File: src/rtl/l2_mem_obi_bridge_if.sv
// l2_mem_obi_bridge_if: L2 line request/response and OBI bus bundle; slave = bridge view, master = L2/memory view
interface l2_mem_obi_bridge_if #(
  parameter int LINE_WIDTH      = 128,
  parameter int LINE_ADDR_WIDTH = 28,
  parameter int TAG_WIDTH       = 8
);
  logic                       mem_req_valid_i;
  logic                       mem_req_rw_i;
  logic [LINE_WIDTH/8-1:0]    mem_req_byteen_i;
  logic [LINE_ADDR_WIDTH-1:0] mem_req_addr_i;
  logic [LINE_WIDTH-1:0]      mem_req_data_i;
  logic [TAG_WIDTH-1:0]       mem_req_tag_i;
  logic                       mem_req_ready_o;
  logic                       mem_rsp_valid_o;
  logic [LINE_WIDTH-1:0]      mem_rsp_data_o;
  logic [TAG_WIDTH-1:0]       mem_rsp_tag_o;
  logic                       mem_rsp_ready_i;
  logic                       obi_req_o;
  logic                       obi_gnt_i;
  logic [31:0]                obi_addr_o;
  logic                       obi_we_o;
  logic [3:0]                 obi_be_o;
  logic [31:0]                obi_wdata_o;
  logic                       obi_rvalid_i;
  logic [31:0]                obi_rdata_i;
  modport slave (
    input  mem_req_valid_i, mem_req_rw_i, mem_req_byteen_i, mem_req_addr_i, mem_req_data_i, mem_req_tag_i,
    output mem_req_ready_o, mem_rsp_valid_o, mem_rsp_data_o, mem_rsp_tag_o,
    input  mem_rsp_ready_i,
    output obi_req_o, obi_addr_o, obi_we_o, obi_be_o, obi_wdata_o,
    input  obi_gnt_i, obi_rvalid_i, obi_rdata_i
  );
  modport master (
    output mem_req_valid_i, mem_req_rw_i, mem_req_byteen_i, mem_req_addr_i, mem_req_data_i, mem_req_tag_i,
    input  mem_req_ready_o, mem_rsp_valid_o, mem_rsp_data_o, mem_rsp_tag_o,
    output mem_rsp_ready_i,
    input  obi_req_o, obi_addr_o, obi_we_o, obi_be_o, obi_wdata_o,
    output obi_gnt_i, obi_rvalid_i, obi_rdata_i
  );
endinterface

File: src/rtl/l2_mem_obi_bridge.sv
// l2_mem_obi_bridge: serialises L2 line reads/write-backs into single-word OBI beats; ports clk_i, rst_ni (sync active-low), bus (l2_mem_obi_bridge_if.slave)
module l2_mem_obi_bridge #(
  parameter int LINE_WIDTH      = 128,
  parameter int LINE_ADDR_WIDTH = 28,
  parameter int TAG_WIDTH       = 8
) (
  input logic                clk_i,
  input logic                rst_ni,
  l2_mem_obi_bridge_if.slave bus
);
  localparam int NW  = LINE_WIDTH / 32;
  localparam int BW  = LINE_WIDTH / 8;
  localparam int OFF = $clog2(BW);
  localparam int CW  = NW > 1 ? $clog2(NW) : 1;
  typedef enum logic [1:0] {IDLE, ISSUE, WAIT_RSP, RESP} state_t;
  state_t                state_q, state_d;
  logic                  rw_q, rw_d;
  logic [31:0]           base_q, base_d;
  logic [LINE_WIDTH-1:0] data_q, data_d, line_q, line_d;
  logic [BW-1:0]         be_q, be_d;
  logic [TAG_WIDTH-1:0]  tag_q, tag_d;
  logic [CW-1:0]         k_q, k_d;
  logic                  ready_q, ready_d, rsp_valid_q, rsp_valid_d;
  logic                  obi_req_q, obi_req_d, obi_we_q, obi_we_d;
  logic [31:0]           obi_addr_q, obi_addr_d, obi_wdata_q, obi_wdata_d;
  logic [3:0]            obi_be_q, obi_be_d;
  logic [LINE_ADDR_WIDTH+OFF-1:0] req_byte_addr;
  logic [31:0]           req_base, cur_base;
  logic                  cur_rw, found, ld;
  logic [BW-1:0]         cur_be, eff_be;
  logic [LINE_WIDTH-1:0] cur_data;
  logic [CW-1:0]         nxt;
  int                    from;
  assign req_byte_addr = {bus.mem_req_addr_i, {OFF{1'b0}}};
  assign req_base      = 32'(req_byte_addr);
  assign cur_rw        = state_q == IDLE ? bus.mem_req_rw_i : rw_q;
  assign cur_be        = state_q == IDLE ? bus.mem_req_byteen_i : be_q;
  assign cur_data      = state_q == IDLE ? bus.mem_req_data_i : data_q;
  assign cur_base      = state_q == IDLE ? req_base : base_q;
  assign eff_be        = cur_rw ? cur_be : '1;
  assign from          = state_q == IDLE ? -1 : int'(k_q);
  always_comb begin
    found = 1'b0;
    nxt   = '0;
    for (int j = NW - 1; j >= 0; j--)
      if (j > from && |eff_be[4*j +: 4]) begin
        found = 1'b1;
        nxt   = CW'(j);
      end
  end
  always_comb begin
    state_d     = state_q;
    rw_d        = rw_q;
    base_d      = base_q;
    data_d      = data_q;
    be_d        = be_q;
    tag_d       = tag_q;
    k_d         = k_q;
    line_d      = line_q;
    ready_d     = ready_q;
    rsp_valid_d = rsp_valid_q;
    obi_req_d   = obi_req_q;
    obi_we_d    = obi_we_q;
    obi_addr_d  = obi_addr_q;
    obi_wdata_d = obi_wdata_q;
    obi_be_d    = obi_be_q;
    ld          = 1'b0;
    case (state_q)
      IDLE: if (bus.mem_req_valid_i) begin
        rw_d   = bus.mem_req_rw_i;
        base_d = req_base;
        data_d = bus.mem_req_data_i;
        be_d   = bus.mem_req_byteen_i;
        tag_d  = bus.mem_req_tag_i;
        if (found) begin
          state_d = ISSUE;
          ready_d = 1'b0;
          ld      = 1'b1;
        end
      end
      ISSUE: if (bus.obi_gnt_i) begin
        state_d   = WAIT_RSP;
        obi_req_d = 1'b0;
      end
      WAIT_RSP: if (bus.obi_rvalid_i) begin
        if (!rw_q) line_d[32*k_q +: 32] = bus.obi_rdata_i;
        if (found) begin
          state_d = ISSUE;
          ld      = 1'b1;
        end else begin
          state_d     = rw_q ? IDLE : RESP;
          ready_d     = rw_q;
          rsp_valid_d = !rw_q;
        end
      end
      default: if (bus.mem_rsp_ready_i) begin
        state_d     = IDLE;
        rsp_valid_d = 1'b0;
        ready_d     = 1'b1;
      end
    endcase
    if (ld) begin
      k_d         = nxt;
      obi_req_d   = 1'b1;
      obi_we_d    = cur_rw;
      obi_addr_d  = cur_base + (32'(nxt) << 2);
      obi_be_d    = cur_rw ? cur_be[4*nxt +: 4] : 4'hF;
      obi_wdata_d = cur_data[32*nxt +: 32];
    end
  end
  always_ff @(posedge clk_i) begin
    if (!rst_ni) begin
      state_q     <= IDLE;
      rw_q        <= 1'b0;
      base_q      <= '0;
      data_q      <= '0;
      be_q        <= '0;
      tag_q       <= '0;
      k_q         <= '0;
      line_q      <= '0;
      ready_q     <= 1'b1;
      rsp_valid_q <= 1'b0;
      obi_req_q   <= 1'b0;
      obi_we_q    <= 1'b0;
      obi_addr_q  <= '0;
      obi_wdata_q <= '0;
      obi_be_q    <= '0;
    end else begin
      state_q     <= state_d;
      rw_q        <= rw_d;
      base_q      <= base_d;
      data_q      <= data_d;
      be_q        <= be_d;
      tag_q       <= tag_d;
      k_q         <= k_d;
      line_q      <= line_d;
      ready_q     <= ready_d;
      rsp_valid_q <= rsp_valid_d;
      obi_req_q   <= obi_req_d;
      obi_we_q    <= obi_we_d;
      obi_addr_q  <= obi_addr_d;
      obi_wdata_q <= obi_wdata_d;
      obi_be_q    <= obi_be_d;
    end
  end
  assign bus.mem_req_ready_o = ready_q;
  assign bus.mem_rsp_valid_o = rsp_valid_q;
  assign bus.mem_rsp_data_o  = line_q;
  assign bus.mem_rsp_tag_o   = tag_q;
  assign bus.obi_req_o       = obi_req_q;
  assign bus.obi_addr_o      = obi_addr_q;
  assign bus.obi_we_o        = obi_we_q;
  assign bus.obi_be_o        = obi_be_q;
  assign bus.obi_wdata_o     = obi_wdata_q;
endmodule

File: src/flat_wrapper.sv
// flat-port wrapper written by rule: the top's interface ports become plain ports
module l2_mem_obi_bridge_flat 
#(
  parameter int LINE_WIDTH      = 128,
  parameter int LINE_ADDR_WIDTH = 28,
  parameter int TAG_WIDTH       = 8
)
  (clk_i, rst_ni, bus_mem_req_valid_i, bus_mem_req_rw_i, bus_mem_req_byteen_i, bus_mem_req_addr_i, bus_mem_req_data_i, bus_mem_req_tag_i, bus_mem_req_ready_o, bus_mem_rsp_valid_o, bus_mem_rsp_data_o, bus_mem_rsp_tag_o, bus_mem_rsp_ready_i, bus_obi_req_o, bus_obi_addr_o, bus_obi_we_o, bus_obi_be_o, bus_obi_wdata_o, bus_obi_gnt_i, bus_obi_rvalid_i, bus_obi_rdata_i);
  l2_mem_obi_bridge_if #(.LINE_WIDTH(LINE_WIDTH), .LINE_ADDR_WIDTH(LINE_ADDR_WIDTH), .TAG_WIDTH(TAG_WIDTH)) bus_i ();
  input logic clk_i;
  input logic rst_ni;
  input wire logic [$bits(bus_i.mem_req_valid_i)-1:0] bus_mem_req_valid_i;
  input wire logic [$bits(bus_i.mem_req_rw_i)-1:0] bus_mem_req_rw_i;
  input wire logic [$bits(bus_i.mem_req_byteen_i)-1:0] bus_mem_req_byteen_i;
  input wire logic [$bits(bus_i.mem_req_addr_i)-1:0] bus_mem_req_addr_i;
  input wire logic [$bits(bus_i.mem_req_data_i)-1:0] bus_mem_req_data_i;
  input wire logic [$bits(bus_i.mem_req_tag_i)-1:0] bus_mem_req_tag_i;
  output wire logic [$bits(bus_i.mem_req_ready_o)-1:0] bus_mem_req_ready_o;
  output wire logic [$bits(bus_i.mem_rsp_valid_o)-1:0] bus_mem_rsp_valid_o;
  output wire logic [$bits(bus_i.mem_rsp_data_o)-1:0] bus_mem_rsp_data_o;
  output wire logic [$bits(bus_i.mem_rsp_tag_o)-1:0] bus_mem_rsp_tag_o;
  input wire logic [$bits(bus_i.mem_rsp_ready_i)-1:0] bus_mem_rsp_ready_i;
  output wire logic [$bits(bus_i.obi_req_o)-1:0] bus_obi_req_o;
  output wire logic [$bits(bus_i.obi_addr_o)-1:0] bus_obi_addr_o;
  output wire logic [$bits(bus_i.obi_we_o)-1:0] bus_obi_we_o;
  output wire logic [$bits(bus_i.obi_be_o)-1:0] bus_obi_be_o;
  output wire logic [$bits(bus_i.obi_wdata_o)-1:0] bus_obi_wdata_o;
  input wire logic [$bits(bus_i.obi_gnt_i)-1:0] bus_obi_gnt_i;
  input wire logic [$bits(bus_i.obi_rvalid_i)-1:0] bus_obi_rvalid_i;
  input wire logic [$bits(bus_i.obi_rdata_i)-1:0] bus_obi_rdata_i;
  assign bus_i.mem_req_valid_i = bus_mem_req_valid_i;
  assign bus_i.mem_req_rw_i = bus_mem_req_rw_i;
  assign bus_i.mem_req_byteen_i = bus_mem_req_byteen_i;
  assign bus_i.mem_req_addr_i = bus_mem_req_addr_i;
  assign bus_i.mem_req_data_i = bus_mem_req_data_i;
  assign bus_i.mem_req_tag_i = bus_mem_req_tag_i;
  assign bus_mem_req_ready_o = bus_i.mem_req_ready_o;
  assign bus_mem_rsp_valid_o = bus_i.mem_rsp_valid_o;
  assign bus_mem_rsp_data_o = bus_i.mem_rsp_data_o;
  assign bus_mem_rsp_tag_o = bus_i.mem_rsp_tag_o;
  assign bus_i.mem_rsp_ready_i = bus_mem_rsp_ready_i;
  assign bus_obi_req_o = bus_i.obi_req_o;
  assign bus_obi_addr_o = bus_i.obi_addr_o;
  assign bus_obi_we_o = bus_i.obi_we_o;
  assign bus_obi_be_o = bus_i.obi_be_o;
  assign bus_obi_wdata_o = bus_i.obi_wdata_o;
  assign bus_i.obi_gnt_i = bus_obi_gnt_i;
  assign bus_i.obi_rvalid_i = bus_obi_rvalid_i;
  assign bus_i.obi_rdata_i = bus_obi_rdata_i;
  l2_mem_obi_bridge #(.LINE_WIDTH(LINE_WIDTH), .LINE_ADDR_WIDTH(LINE_ADDR_WIDTH), .TAG_WIDTH(TAG_WIDTH)) u_core (.clk_i(clk_i), .rst_ni(rst_ni), .bus(bus_i));
endmodule
File: config.mk
export PLATFORM = sky130hd
export DESIGN_NAME = l2_mem_obi_bridge_flat
export DESIGN_NICKNAME = d
export VERILOG_FILES = /design/src/rtl/l2_mem_obi_bridge_if.sv /design/src/rtl/l2_mem_obi_bridge.sv /design/src/flat_wrapper.sv
export SDC_FILE = /design/constraint.sdc
export NUM_CORES = 1
export LEC_CHECK = 0
export CORE_UTILIZATION = 40
export CTS_BUF_LIST = sky130_fd_sc_hd__clkbuf_8 sky130_fd_sc_hd__clkbuf_16
export DETAILED_ROUTE_END_ITERATION = 10
export HOLD_SLACK_MARGIN = 0.06
export PLACE_DENSITY = 0.78
export SLEW_MARGIN = 20
export SYNTH_ARGS = -nofsm -noshare
export SYNTH_HDL_FRONTEND = slang
export SYNTH_SLANG_ARGS = --single-unit
File: constraint.sdc
create_clock -name clk_i -period 2.48 [get_ports clk_i]
set_input_delay 0.496 -clock clk_i [delete_from_list [all_inputs] [get_ports clk_i]]
set_output_delay 0.496 -clock clk_i [all_outputs]
set_load 0.05 [all_outputs]
==> results of run 1 <==
==> final timing paths <==
path / start / end / slack [ns] / depth (start not counted)
worst max-delay path: u_core.be_q[12] / u_core.bus.obi_wdata_o[3] / -0.07 / 11
worst min-delay path: rst_ni / u_core.bus.mem_rsp_data_o[77] / 0.39 / 2
worst max register to register: u_core.be_q[12] / u_core.bus.obi_wdata_o[3] / -0.07 / 11
worst min register to register: u_core.bus.mem_rsp_data_o[37] / u_core.bus.mem_rsp_data_o[37] / 0.46 / 2
==> sequential cells by signal, summed over array words and instances (netlist names), 2 cells and up <==
name / flops
u_core.bus.obi_be_o: 4
u_core.be_q: 16
u_core.bus.obi_wdata_o: 32
u_core.data_q: 128
u_core.bus.mem_rsp_data_o: 128
u_core.base_q: 28
u_core.state_q: 2
u_core.bus.mem_rsp_tag_o: 8
u_core.bus.obi_addr_o: 29
==> cell usage after synthesis (20+ instances only) <==
library cell	n	share of area
nand2_1	583	0.12
dfxtp_1	381	0.42
a21boi_0	309	0.13
clkbuf_1	166	0.034
nand3_1	163	0.044
nor3_1	122	0.033
nor2_1	108	0.022
o21ai_0	57	0.016
buf_2	49	0.013
o221ai_1	47	0.022
a21oi_1	30	0.0082
o211a_1	30	0.016
o32a_1	28	0.015
a31oi_1	24	0.0082
o2111ai_1	21	0.010
o21ai_1	20	0.0055
==> cell type report <==
type                       count  area (um2)  share of cell area
multi-input combinational   1714       10100               0.385
sequential                   381        7630               0.291
timing repair buffer         584        6190               0.236
clock buffer                  57        1290              0.0493
tap                          600         751              0.0286
clock inverter                22         216             0.00826
antenna                        7        17.5            0.000668
inverter                       4        15.0            0.000573
==> power by group through the flow <==
stage / sequential, mW / clock, mW / combinational, mW
floorplan: 7.29 / 0 / 1.92
global placement: 6.81 / 0 / 4.12
detailed placement: 6.82 / 0 / 4.22
CTS: 6.69 / 6.88 / 4.28
global route: 6.74 / 7.12 / 4.87
finish: 6.71 / 6.80 / 4.64
==> metrics by stage <==
step / total power [mW] / hold WS, ns
after global placement: 10.9 / 0.447
after global routing: 18.7 / 0.406
after detailed placement: 11.0 / 0.453
after floorplan: 9.22 / 0.444
after CTS: 17.8 / 0.415
final: 18.1 / 0.388
==> layer usage <==
metal / global-route usage / vias up / part of all wire / wire [um]
li1: - / 9085 / - / -
met1: 0.359 / 9502 / 0.38 / 27600
met2: 0.444 / 1321 / 0.45 / 32500
met3: 0.0848 / 280 / 0.12 / 8620
met4: 0.152 / 8 / 0.054 / 3940
met5: 0 / - / 0.00066 / 48
==> logic make-up (layout without fill, tap and decap cells) <==
logic type	count (synthesis)	after routing	synth area share
flip-flops	381	381	0.416
buffers and inverters	238	667	0.0555
AO/OA/AOI/OAI	680	680	0.285
AND/OR/NAND/NOR	1018	1018	0.235
other	1	9	0.000204
adder cells (fa/ha/maj)	5	5	0.00341
multiplexers	9	9	0.00532
==> what timing repair did <==
action,4_1_cts,5_1_grt
endpoints found under the setup margin,22,64
hold endpoints to repair,0,0
gates cloned,0,9
hold buffers,0,0
pin swaps,5,31
gates resized for setup,24,66
setup buffers,0,11
==> flow_metrics.py, run 1 <==
metrics = {
    "logic_synthesis": {
        "netlist_area_um2": 18400,
        "synth_edf_count": 0,
        "synth-seq-cells": 381,
        "syn_inst": 2332,
        "avgSynthCellArea_um2": 7.87,
        "synthFlopType": "dfxtp_1",
        "seq_area_frac_synth": 0.416,
        "ys_warn_count": 0,
        "ys_types": 59,
        "async_flop_share": 0,
    },
    "worst_setup_path": {
        "cp_num_buf_inv": 4,
        "worst_path_dominant_cell_family": "simple AND/OR/NAND/NOR gates",
        "cp_common_cell": "buf_6",
        "cp_data_required_time_ns": 2.92,
        "path_cells": "or4b_4, o211ai_4, buf_6, a211oi_4, buf_6, clkbuf_16, buf_4, or3_4, o311ai_2, o32a_1, a21oi_2",
        "slowest_stage": "or4b_4",
        "worstSetupEndpointType": "flip-flop",
        "critPathKind": "reg -> reg",
        "worst_ep_arrival_time_ns": 2.99,
        "worstPathMaxFanout": 6,
        "start_kind": "flip-flop",
        "max_stage_delay_ns": 0.54,
    },
    "global_route": {
        "grt_first_pass_wirelength_um": 108000,
        "grt_pass1_vias": 19199,
        "antenna_found_initial": 11,
        "grt_usage": 0.287,
        "grt.overflow.total": 0,
        "grt_max_degree": 130,
    },
    "floorplan": {
        "initial_core_util": 0.405,
        "die_w_um": 216,
        "core_um2": 45300,
        "pin_count": 427,
        "row_count": 78,
        "fp.dieH_um": 216,
        "die-area_um2": 46700,
    },
    "finish": {
        "nFillCells": 3856,
        "final_cells": 3369,
        "areaGrowthSynthToFinish_pct": 42.9,
        "fin_nets": 2952,
        "final_common_cell": "nand2_1",
        "fin_area_um2": 26200,
        "drive_above_1_share": 0.121,
        "layout_common_cells": "nand2_1 (582), clkdlybuf4s50_1 (418), dfxtp_1 (376)",
        "final_util": 0.579,
    },
    "power": {
        "vdd_drop_max_mv": 0.595,
        "powerDensity_nw_per_um2": 692,
        "p_leak_nw": 9.63,
        "clockPowerShare": 0.375,
        "p_int_mw": 12.4,
        "p_switching_mw": 5.71,
        "pwr-share-seq": 0.370,
        "p_sw_frac": 0.315,
        "p_comb_frac": 0.256,
    },
    "detailed_routing": {
        "drc_errors": 0,
        "wl_per_cell_um": 21.6,
        "ant_nets": 0,
        "drt-initial-drc-count": 2900,
        "viasPerCell": 5.99,
        "vias": 20196,
        "routed_wirelength_um": 72700,
        "drtPass1Iterations": 6,
    },
    "cts": {
        "clkTransAtPathRegs_ns": 0.06,
        "cts_buffers": 43,
        "h-tree-depth": 2,
        "cts_tree": "built",
        "cts.sink_count": 381,
        "cts-root-buf": "clkbuf_16",
        "clock_latency_ns": 0.57,
        "cts_buffer_depth": 3,
    },
    "timing": {
        "worstMarginPinSlew_ns": 0.678,
        "period_needed_ns": 2.55,
        "finalClockSkew_ns": 0.0179,
        "report.final.slew_viol_count": 0,
        "fin_ws_ns": -0.0682,
        "slew_headroom": 0.546,
        "setup_viol": 20,
        "period_share": 1.03,
        "clock.fmax_ghz": 0.392,
        "hold_violations": 0,
        "fin_tns_setup_ns": -0.529,
        "rsz0062_at_grt": "yes",
    },
    "place": {
        "hpwl_um": 46300,
        "pre_cts_ws_ns": -0.673,
        "buffer_ports.inserted": 424,
        "routabilityCongestion": 0.911,
        "dp.cells": 3263,
        "dpl_cell_area_um2": 24000,
    },
    "flow_run": {
        "drv_cap": 0,
    },
    "status": {
        "violations": "negative setup slack",
        "run_status": "complete, but fails checks",
    },
    "min_path": {
        "hp-class": "in -> reg",
    },
}
Power figures use the tool's default switching activity.
==> inputs of run 2 (changes only) <==
--- a/config.mk
+++ b/config.mk
@@ -5,11 +5,13 @@
 export SDC_FILE = /design/constraint.sdc
 export NUM_CORES = 1
 export LEC_CHECK = 0
-export CORE_UTILIZATION = 40
+export CELL_PAD_IN_SITES_DETAIL_PLACEMENT = 0
+export CELL_PAD_IN_SITES_GLOBAL_PLACEMENT = 1
+export CORE_UTILIZATION = 37
 export CTS_BUF_LIST = sky130_fd_sc_hd__clkbuf_8 sky130_fd_sc_hd__clkbuf_16
 export DETAILED_ROUTE_END_ITERATION = 10
 export HOLD_SLACK_MARGIN = 0.06
-export PLACE_DENSITY = 0.78
+export PLACE_DENSITY = 0.93
 export SLEW_MARGIN = 20
 export SYNTH_ARGS = -nofsm -noshare
 export SYNTH_HDL_FRONTEND = slang
==> run 2 against run 1 <==
  * The run still ends with negative setup slack left
  * Clock-buffer cell count decreased by 3
  * Hold slack improved by 0.017 ns
  * Power grew 2.8%
  * Design area rose by 4.0%
  * Worst setup slack got worse by 0.11 ns
  * Sequential power about the same
  * Register-to-register slack got worse by 0.11 ns
  * Largest cell class unchanged
  * Highest routed layer unchanged
==> flow_metrics.py, run 2 (same netlist as run 1, synthesis figures left out) <==
metrics = {
    "cts": {
        "h-tree-depth": 2,
        "cts.sink_count": 381,
        "cts_tree": "built",
        "clock_latency_ns": 0.58,
        "cts.hold.buffers_added": 0,
        "cts-root-buf": "clkbuf_16",
        "clkTransAtPathRegs_ns": 0.06,
        "cts_buffer_depth": 3,
        "cts_buffers": 45,
    },
    "power": {
        "powerDensity_nw_per_um2": 684,
        "p_sw_frac": 0.321,
        "pwr-share-seq": 0.360,
        "p_leak_nw": 10.0,
        "vdd_drop_max_mv": 0.510,
        "clockPowerShare": 0.368,
        "p_comb_frac": 0.272,
        "p_int_mw": 12.7,
        "p_switching_mw": 5.98,
    },
    "detailed_routing": {
        "drc_errors": 0,
        "ant_nets": 0,
        "drtPass1Iterations": 6,
        "routed_wirelength_um": 74800,
        "wl_per_cell_um": 21.5,
        "vias": 20232,
        "viasPerCell": 5.81,
        "drt-initial-drc-count": 1953,
    },
    "worst_setup_path": {
        "r2r_setup_slack_ns": -0.18,
        "path_cells": "or4b_4, o211ai_2, buf_4, a211o_4, buf_12, buf_12, buf_12, nor2_1, o31a_1, o32a_1, a21oi_1",
        "cp_data_required_time_ns": 2.96,
        "rr_startpoint": "u_core.be_q[12]",
        "cp_num_cells": 11,
        "worstSetupEndpointType": "flip-flop",
        "start_kind": "flip-flop",
        "r2r-end": "u_core.bus.obi_wdata_o[6]",
        "max_stage_delay_ns": 0.53,
        "worst_path_dominant_cell_family": "compound AO/OA/AOI/OAI gates",
        "cp_num_buf_inv": 4,
        "cp_common_cell": "buf_12",
        "worst_ep_arrival_time_ns": 3.14,
        "worstPathMaxFanout": 6,
        "ff2ff_path_depth": 11,
        "slowest_stage": "or4b_4",
        "critPathKind": "reg -> reg",
    },
    "global_route": {
        "grt_usage": 0.281,
        "busiest_layer": "met2",
        "grt.overflow.total": 0,
        "grt_use_met1": 0.353,
        "grt_first_pass_wirelength_um": 112000,
        "antenna_found_initial": 9,
        "grt_max_degree": 76,
        "globalRouteMet2Util": 0.438,
        "grt_pass1_vias": 19350,
        "use_met3": 0.0840,
    },
    "timing": {
        "period_share": 1.07,
        "slew_headroom": 0.435,
        "finalClockSkew_ns": 0.0210,
        "fin_ws_ns": -0.179,
        "setup_viol": 35,
        "hold_violations": 0,
        "clock.fmax_ghz": 0.376,
        "period_needed_ns": 2.66,
        "rsz0062_at_grt": "yes",
        "hold_slack_ns": 0.405,
        "fin_tns_setup_ns": -2.71,
        "worstMarginPinSlew_ns": 0.824,
        "report.final.slew_viol_count": 0,
    },
    "place": {
        "dp.cells": 3346,
        "pre_cts_ws_ns": -0.872,
        "dpl_cell_area_um2": 24300,
        "routabilityCongestion": 0.908,
        "hpwl_um": 47100,
        "buffer_ports.inserted": 424,
    },
    "finish": {
        "final_cells": 3481,
        "final_common_cell": "nand2_1",
        "layout_common_cells": "nand2_1 (565), clkdlybuf4s50_1 (418), dfxtp_1 (376)",
        "drive_above_1_share": 0.156,
        "seqCellArea_um2": 7630,
        "fin_nets": 3000,
        "fin_area_um2": 27300,
        "areaGrowthSynthToFinish_pct": 48.6,
        "multi_input_area_um2": 10500,
        "nFillCells": 4292,
    },
    "floorplan": {
        "fp.dieH_um": 225,
        "die-area_um2": 50500,
        "row_count": 81,
        "die_w_um": 225,
        "pin_count": 427,
        "core_um2": 49000,
        "initial_core_util": 0.375,
    },
    "flow_run": {
        "drv_cap": 0,
    },
    "status": {
        "run_status": "complete, but fails checks",
        "violations": "negative setup slack",
    },
    "min_path": {
        "min_delay_path_depth": 2,
        "min_from": "rst_ni",
        "min_to": "u_core.bus.mem_rsp_data_o[35]",
        "hp-class": "in -> reg",
    },
}
[run 2: cell types whose count changed in the layout (fill, tap and decap cells not counted), sizes merged]
cell / change
bufbuf: +2
clkbuf: -7
buf: +50
inv: +4
diode: -1
clkinvlp: +1
clkinv: +1
dlymetal6s2s: -2
[run 2: stage by stage]
step,util,total power [mW]
3_3_place_gp,0.496,11.0
6_report,0.557,18.7
5_1_grt,0.557,19.3
2_1_floorplan,-,9.22
4_1_cts,0.549,18.4
3_5_place_dp,0.496,11.1
[run 2: how the worst max path moves through the flow]
| stage | endpoint | slack, ns | from |
|---|---|---|---|
| 2_1_floorplan | u_core.bus.mem_rsp_data_o[10] | 0.05 | u_core.k_q[0] |
| 3_3_place_gp | u_core.bus.obi_wdata_o[27] | -0.80 | bus_mem_req_byteen_i[8] |
| 3_5_place_dp | u_core.bus.obi_addr_o[8] | -0.87 | bus_mem_req_byteen_i[9] |
| 4_1_cts | u_core.bus.obi_wdata_o[17] | -0.13 | u_core.state_q[0] |
| 5_1_grt | u_core.bus.obi_wdata_o[6] | -0.25 | u_core.be_q[12] |
| 6_report | u_core.bus.obi_wdata_o[6] | -0.18 | u_core.be_q[12] |
[run 2: metal layers]
metal  part of all wire  vias to the layer above
met3               0.11                      224
li1                   -                     9193
met2               0.46                     1162
met5            0.00036                        -
met4              0.049                        6
met1               0.39                     9647
[run 2: timing repair]
| item | in CTS | in global routing |
|---|---|---|
| gates cloned | 10 | 2 |
| setup buffers | 30 | 9 |
| gates resized for setup | 109 | 64 |
| endpoints found under the setup margin | 68 | 37 |
| pin swaps | 91 | 80 |
[run 2: power by group through the flow]
stage / Clock, mW / Combinational (mW) / Sequential [mW]
3_3_place_gp: 0 / 4.23 / 6.81
6_report: 6.87 / 5.07 / 6.72
3_5_place_dp: 0 / 4.30 / 6.82
5_1_grt: 7.23 / 5.32 / 6.74
2_1_floorplan: 0 / 1.92 / 7.29
4_1_cts: 6.95 / 4.79 / 6.70
[run 2: layout make-up]
class                      count  area share
sequential                   381       0.280
inverter                       4    0.000550
tap                          664      0.0305
timing repair buffer         630       0.247
clock inverter                28      0.0101
clock buffer                  54      0.0458
multi-input combinational   1714       0.385
antenna                        6    0.000550
